`config.mk`:
```
export PLATFORM = sky130hd
export DESIGN_NAME = piso_tx
export DESIGN_NICKNAME = d
export VERILOG_FILES = /design/src/rtl/piso_tx.sv
export SDC_FILE = /design/constraint.sdc
export NUM_CORES = 1
export LEC_CHECK = 0
export ABC_AREA = 1
export BUFFER_PORTS_ARGS = -buffer_cell sky130_fd_sc_hd__buf_4
export CAP_MARGIN = 20
export CORE_MARGIN = 5
export CORE_UTILIZATION = 41
export CTS_CLUSTER_DIAMETER = 120
export DETAILED_ROUTE_END_ITERATION = 10
export PLACE_DENSITY = 0.69
export SLEW_MARGIN = 20
export SYNTH_ARGS = -nofsm -noshare
export SYNTH_HDL_FRONTEND = slang
export SYNTH_SLANG_ARGS = --single-unit
```
`constraint.sdc`:
```
create_clock -name piso_port_clk -period 2.04 [get_ports piso_port_clk]
set_input_delay 0.408 -clock piso_port_clk [delete_from_list [all_inputs] [get_ports piso_port_clk]]
set_output_delay 0.408 -clock piso_port_clk [all_outputs]
set_load 0.05 [all_outputs]
```
`src/rtl/piso_tx.sv`:
```
// piso_tx: parallel-in/serial-out transmitter with valid/ready load and a
// per-bit enable strobe, one bit every DIV clocks.
//
// Ports:
//   piso_port_clk         - system clock, rising edge
//   piso_port_rst         - asynchronous reset, active low
//   piso_port_load_valid  - source offers piso_port_data
//   piso_port_data        - WIDTH-bit word to send
//   piso_oport_load_ready - high in IDLE; word accepted on valid && ready
//   piso_oport_d          - serial data bit (0 outside SHIFT)
//   piso_oport_en         - strobe on the first cycle of each bit period
//   piso_oport_busy       - high while the word is being shifted
//   piso_oport_done       - one-cycle pulse after the last bit period
module piso_tx #(
    parameter int WIDTH     = 8,
    parameter int DIV       = 4,
    parameter int MSB_FIRST = 1
) (
    input  logic             piso_port_clk,
    input  logic             piso_port_rst,
    input  logic             piso_port_load_valid,
    input  logic [WIDTH-1:0] piso_port_data,
    output logic             piso_oport_load_ready,
    output logic             piso_oport_d,
    output logic             piso_oport_en,
    output logic             piso_oport_busy,
    output logic             piso_oport_done
);

    localparam int BW = $clog2(WIDTH);
    localparam int DW = (DIV > 1) ? $clog2(DIV) : 1;
    localparam logic [BW-1:0] BIT_LAST = BW'(WIDTH - 1);
    localparam logic [DW-1:0] DIV_LAST = DW'(DIV - 1);

    typedef enum logic [1:0] {
        S_IDLE  = 2'd0,
        S_SHIFT = 2'd1,
        S_DONE  = 2'd2
    } state_e;

    state_e           state_q, state_d;
    logic [WIDTH-1:0] sr_q, sr_d;
    logic [BW-1:0]    bit_q, bit_d;
    logic [DW-1:0]    div_q, div_d;
    logic             d_q, d_d;
    logic             en_q, en_d;
    logic             busy_q, busy_d;
    logic             done_q, done_d;

    logic accept;
    logic bit_end;
    logic last;

    assign accept  = (state_q == S_IDLE) && piso_port_load_valid;
    assign bit_end = (div_q == DIV_LAST);
    assign last    = (state_q == S_SHIFT) && bit_end && (bit_q == BIT_LAST);

    // Bit on the line next, and the remaining bits after removing it.
    function automatic logic head(input logic [WIDTH-1:0] x);
        return (MSB_FIRST != 0) ? x[WIDTH-1] : x[0];
    endfunction

    function automatic logic [WIDTH-1:0] tail(input logic [WIDTH-1:0] x);
        return (MSB_FIRST != 0) ? {x[WIDTH-2:0], 1'b0}
                                : {1'b0, x[WIDTH-1:1]};
    endfunction

    always_ff @(posedge piso_port_clk or negedge piso_port_rst) begin
        if (!piso_port_rst) begin
            state_q <= S_IDLE;
            sr_q    <= '0;
            bit_q   <= '0;
            div_q   <= '0;
            d_q     <= 1'b0;
            en_q    <= 1'b0;
            busy_q  <= 1'b0;
            done_q  <= 1'b0;
        end else begin
            state_q <= state_d;
            sr_q    <= sr_d;
            bit_q   <= bit_d;
            div_q   <= div_d;
            d_q     <= d_d;
            en_q    <= en_d;
            busy_q  <= busy_d;
            done_q  <= done_d;
        end
    end

    always_comb begin
        state_d = state_q;
        unique case (state_q)
            S_IDLE:  if (accept) state_d = S_SHIFT;
            S_SHIFT: if (last) state_d = S_DONE;
            S_DONE:  state_d = S_IDLE;
            default: state_d = S_IDLE;
        endcase
    end

    // Outputs are registered, so each branch computes what the line shows
    // during the cycle after the current edge.
    always_comb begin
        sr_d   = sr_q;
        bit_d  = bit_q;
        div_d  = div_q;
        d_d    = 1'b0;
        en_d   = 1'b0;
        busy_d = 1'b0;
        done_d = 1'b0;
        unique case (state_q)
            S_IDLE: begin
                if (accept) begin
                    sr_d   = tail(piso_port_data);
                    d_d    = head(piso_port_data);
                    en_d   = 1'b1;
                    busy_d = 1'b1;
                    bit_d  = '0;
                    div_d  = '0;
                end
            end
            S_SHIFT: begin
                if (last) begin
                    done_d = 1'b1;
                    sr_d   = '0;
                    bit_d  = '0;
                    div_d  = '0;
                end else begin
                    busy_d = 1'b1;
                    if (bit_end) begin
                        div_d = '0;
                        bit_d = bit_q + BW'(1);
                        en_d  = 1'b1;
                        d_d   = head(sr_q);
                        sr_d  = tail(sr_q);
                    end else begin
                        div_d = div_q + DW'(1);
                        d_d   = d_q;
                    end
                end
            end
            S_DONE: begin
                bit_d = '0;
                div_d = '0;
            end
            default: begin
                sr_d  = '0;
                bit_d = '0;
                div_d = '0;
            end
        endcase
    end

    assign piso_oport_load_ready = (state_q == S_IDLE);
    assign piso_oport_d          = d_q;
    assign piso_oport_en         = en_q;
    assign piso_oport_busy       = busy_q;
    assign piso_oport_done       = done_q;

endmodule
```
==> impl_metrics.json <==
{
  "port_buffers": 15,
  "cp.required_ns": 1.63,
  "crit_slowest_cell": "dfrtp_1",
  "post_drt_wl_per_cell_um": 11.3,
  "final_layout_size_suffix_gt1_share_pct": 24.0,
  "crit_arrival_ns": 1.30,
  "initialDrtViolationCount": 12,
  "antenna_found_initial": 0,
  "cts_tree": "yes",
  "die_height_um": 56.2,
  "status": "finished, final reports clean",
  "maxCapViolations": 0,
  "hold_violations": 0,
  "ys_types": 17,
  "path_class": "reg2out",
  "hold_path_class": "in2reg",
  "numCtsBuffers": 3,
  "grt_pass1_vias": 687,
  "p_leak_nw": 0.599,
  "seq_area_frac_synth_pct": 51.4,
  "max-vdd-ir-drop_uv": 712,
  "yosysWarnings": 0,
  "setup-violations-final": 0,
  "fin_crit_sh_pct": 83.9,
  "wl_mm": 1.67,
  "clk_path_buf_depth": 2,
  "cts-root-buf": "clkbuf_4",
  "grt_max_degree": 19,
  "utilization_pct": 53.4,
  "path_cells": "nor2_4, buf_4",
  "cpPeakStageDelay_ns": 0.49,
  "layout_common_cells": "51 x nand2_1, 18 x dfrtp_1, 15 x buf_4",
  "final_common_cell": "nand2_1",
  "max_freq_ghz": 0.585,
  "gp_routability_congestion": 0.789,
  "ys_ff_latch": 18,
  "io_pins": 16,
  "startpoint_type": "register",
  "clock_skew_ns": 0.00578,
  "synth_area_leader_cell": "dfrtp_1",
  "antennaDiodeCount": 0,
  "rsz0062_at_grt": "no",
  "core_mm2": 0.00200,
  "netlist_area_um2": 876,
  "drc": 0,
  "netlist_instances": 101,
  "htree_levels": 1,
  "period_minus_slack_ns": 1.71,
  "vias_per_cell": 4.64,
  "power_density_mw_per_mm2": 1380,
  "syn_to_final_growth_pct": 22.0,
  "critPathCaptureType": "primary output",
  "fin_tns_setup_ns": 0,
  "dieArea_mm2": 0.00316,
  "crit_fanout": 9,
  "dr.pass1.iters": 4,
  "clk_latency_ns": 0.29,
  "syn_area_per_cell_um2": 8.67,
  "slew_violations": 0,
  "synth.top_cell.area_share_pct": 51.4,
  "grt_overflow": 0,
  "hpwl_mm": 1.30,
  "cts.sinks": 18,
  "initial_core_util_pct": 43.8,
  "rows": 16,
  "ant_nets": 0,
  "slew_headroom_pct": 72.1,
  "dr_total_vias": 686,
  "synthesis.nets": 115,
  "path_buf_inv": 1,
  "fin_nets": 136,
  "grt_usage_pct": 12.2,
  "die_w_um": 56.2,
  "ys_top_cells_by_area": "dfrtp_1 51%, nand2_1 22%, ha_1 4.3%",
  "tightest_slew_ns": 0.415,
  "grt_pass1_wl_mm": 2.99,
  "path_clk_slew_ns": 0.10,
  "critical_path.top_delay_family": "flip-flops"
}
## layout make-up
class                   instances  area [um2]
repair buffers                 16         123
inverters                       8        32.5
fillers                       191         933
clock buffers                   4        36.3
flip-flops and latches         18         450
well taps                      27        33.8
multi-input cells              75         393
## worst reg2reg max path: stages, from the launching register on
cell     delay (ns)
dfrtp_1        0.42
ha_1           0.21
ha_1           0.25
a21oi_4        0.26
nand2_1        0.10
nand2_1        0.07
nand2_1        0.05
nand2_1        0.06
## power by group
part	switching (mW)	total (mW)	internal, mW
sequential	0.0754	0.553	0.478
clock	0.108	0.216	0.109
combinational	0.462	0.707	0.244
total	0.646	1.48	0.831
## metrics by stage
step	hold slack [ns]	instance area (um2)	std cells	worst slack (ns)	power, mW
5_1_grt	0.321	1070	148	0.271	1.61
3_5_place_dp	0.288	1020	143	0.607	1.27
3_3_place_gp	0.287	1020	143	0.664	1.25
4_1_cts	0.306	1070	148	0.306	1.49
2_1_floorplan	0.112	876	101	0.679	1.09
6_report	0.314	1070	148	0.329	1.48
## final timing paths
check | from | end | slack [ns] | cells past startpoint
worst max-delay path | state_q[1] | piso_oport_load_ready | 0.33 | 2
worst min-delay path | piso_port_data[0] | sr_q[1] | 0.31 | 3
worst max register to register | bit_q[0] | sr_q[3] | 0.58 | 7
worst min register to register | sr_q[1] | sr_q[1] | 0.48 | 2
max in group asynchronous | piso_port_rst | state_q[0] | 1.34 | 2
min in group asynchronous | piso_port_rst | state_q[1] | 0.51 | 2
## logic make-up after synthesis
logic type	share of synthesized area [%]
compound gates	5.57
simple gates	33.9
flops	51.4
mux	1.14
buf+inv	3.72
fa+ha+maj	4.29
## routing by layer
metal / up-vias / global-route usage, % / wire length [um]
met4: 0 / 6.10 / 40
met3: 4 / 2.55 / 60
li1: 361 / - / -
met1: 311 / 15.8 / 826
met2: 10 / 19.0 / 744
met5: - / 0 / 0
## Yosys cell counts, drive strengths merged
library cell,instances
dfrtp,18
o31ai,1
nand2,54
o21ai,5
nor3,1
nand3,5
nand3b,1
nor2,3
ha,3
inv,8
a21oi,1
mux2i,1
## state kept, by name, summed over array words and instances (netlist names)
signal           count
sr_q                 7
bit_q                3
div_q                2
state_q              2
piso_oport_busy      1
piso_oport_d         1
piso_oport_done      1
piso_oport_en        1
## timing repair
action                                 4_1_cts  5_1_grt
hold buffers                                 1        0
buffers inserted                             0        0
resized for setup                            0        0
endpoints found under the hold margin       18        0
No activity file was read; power rests on OpenSTA's default activity.
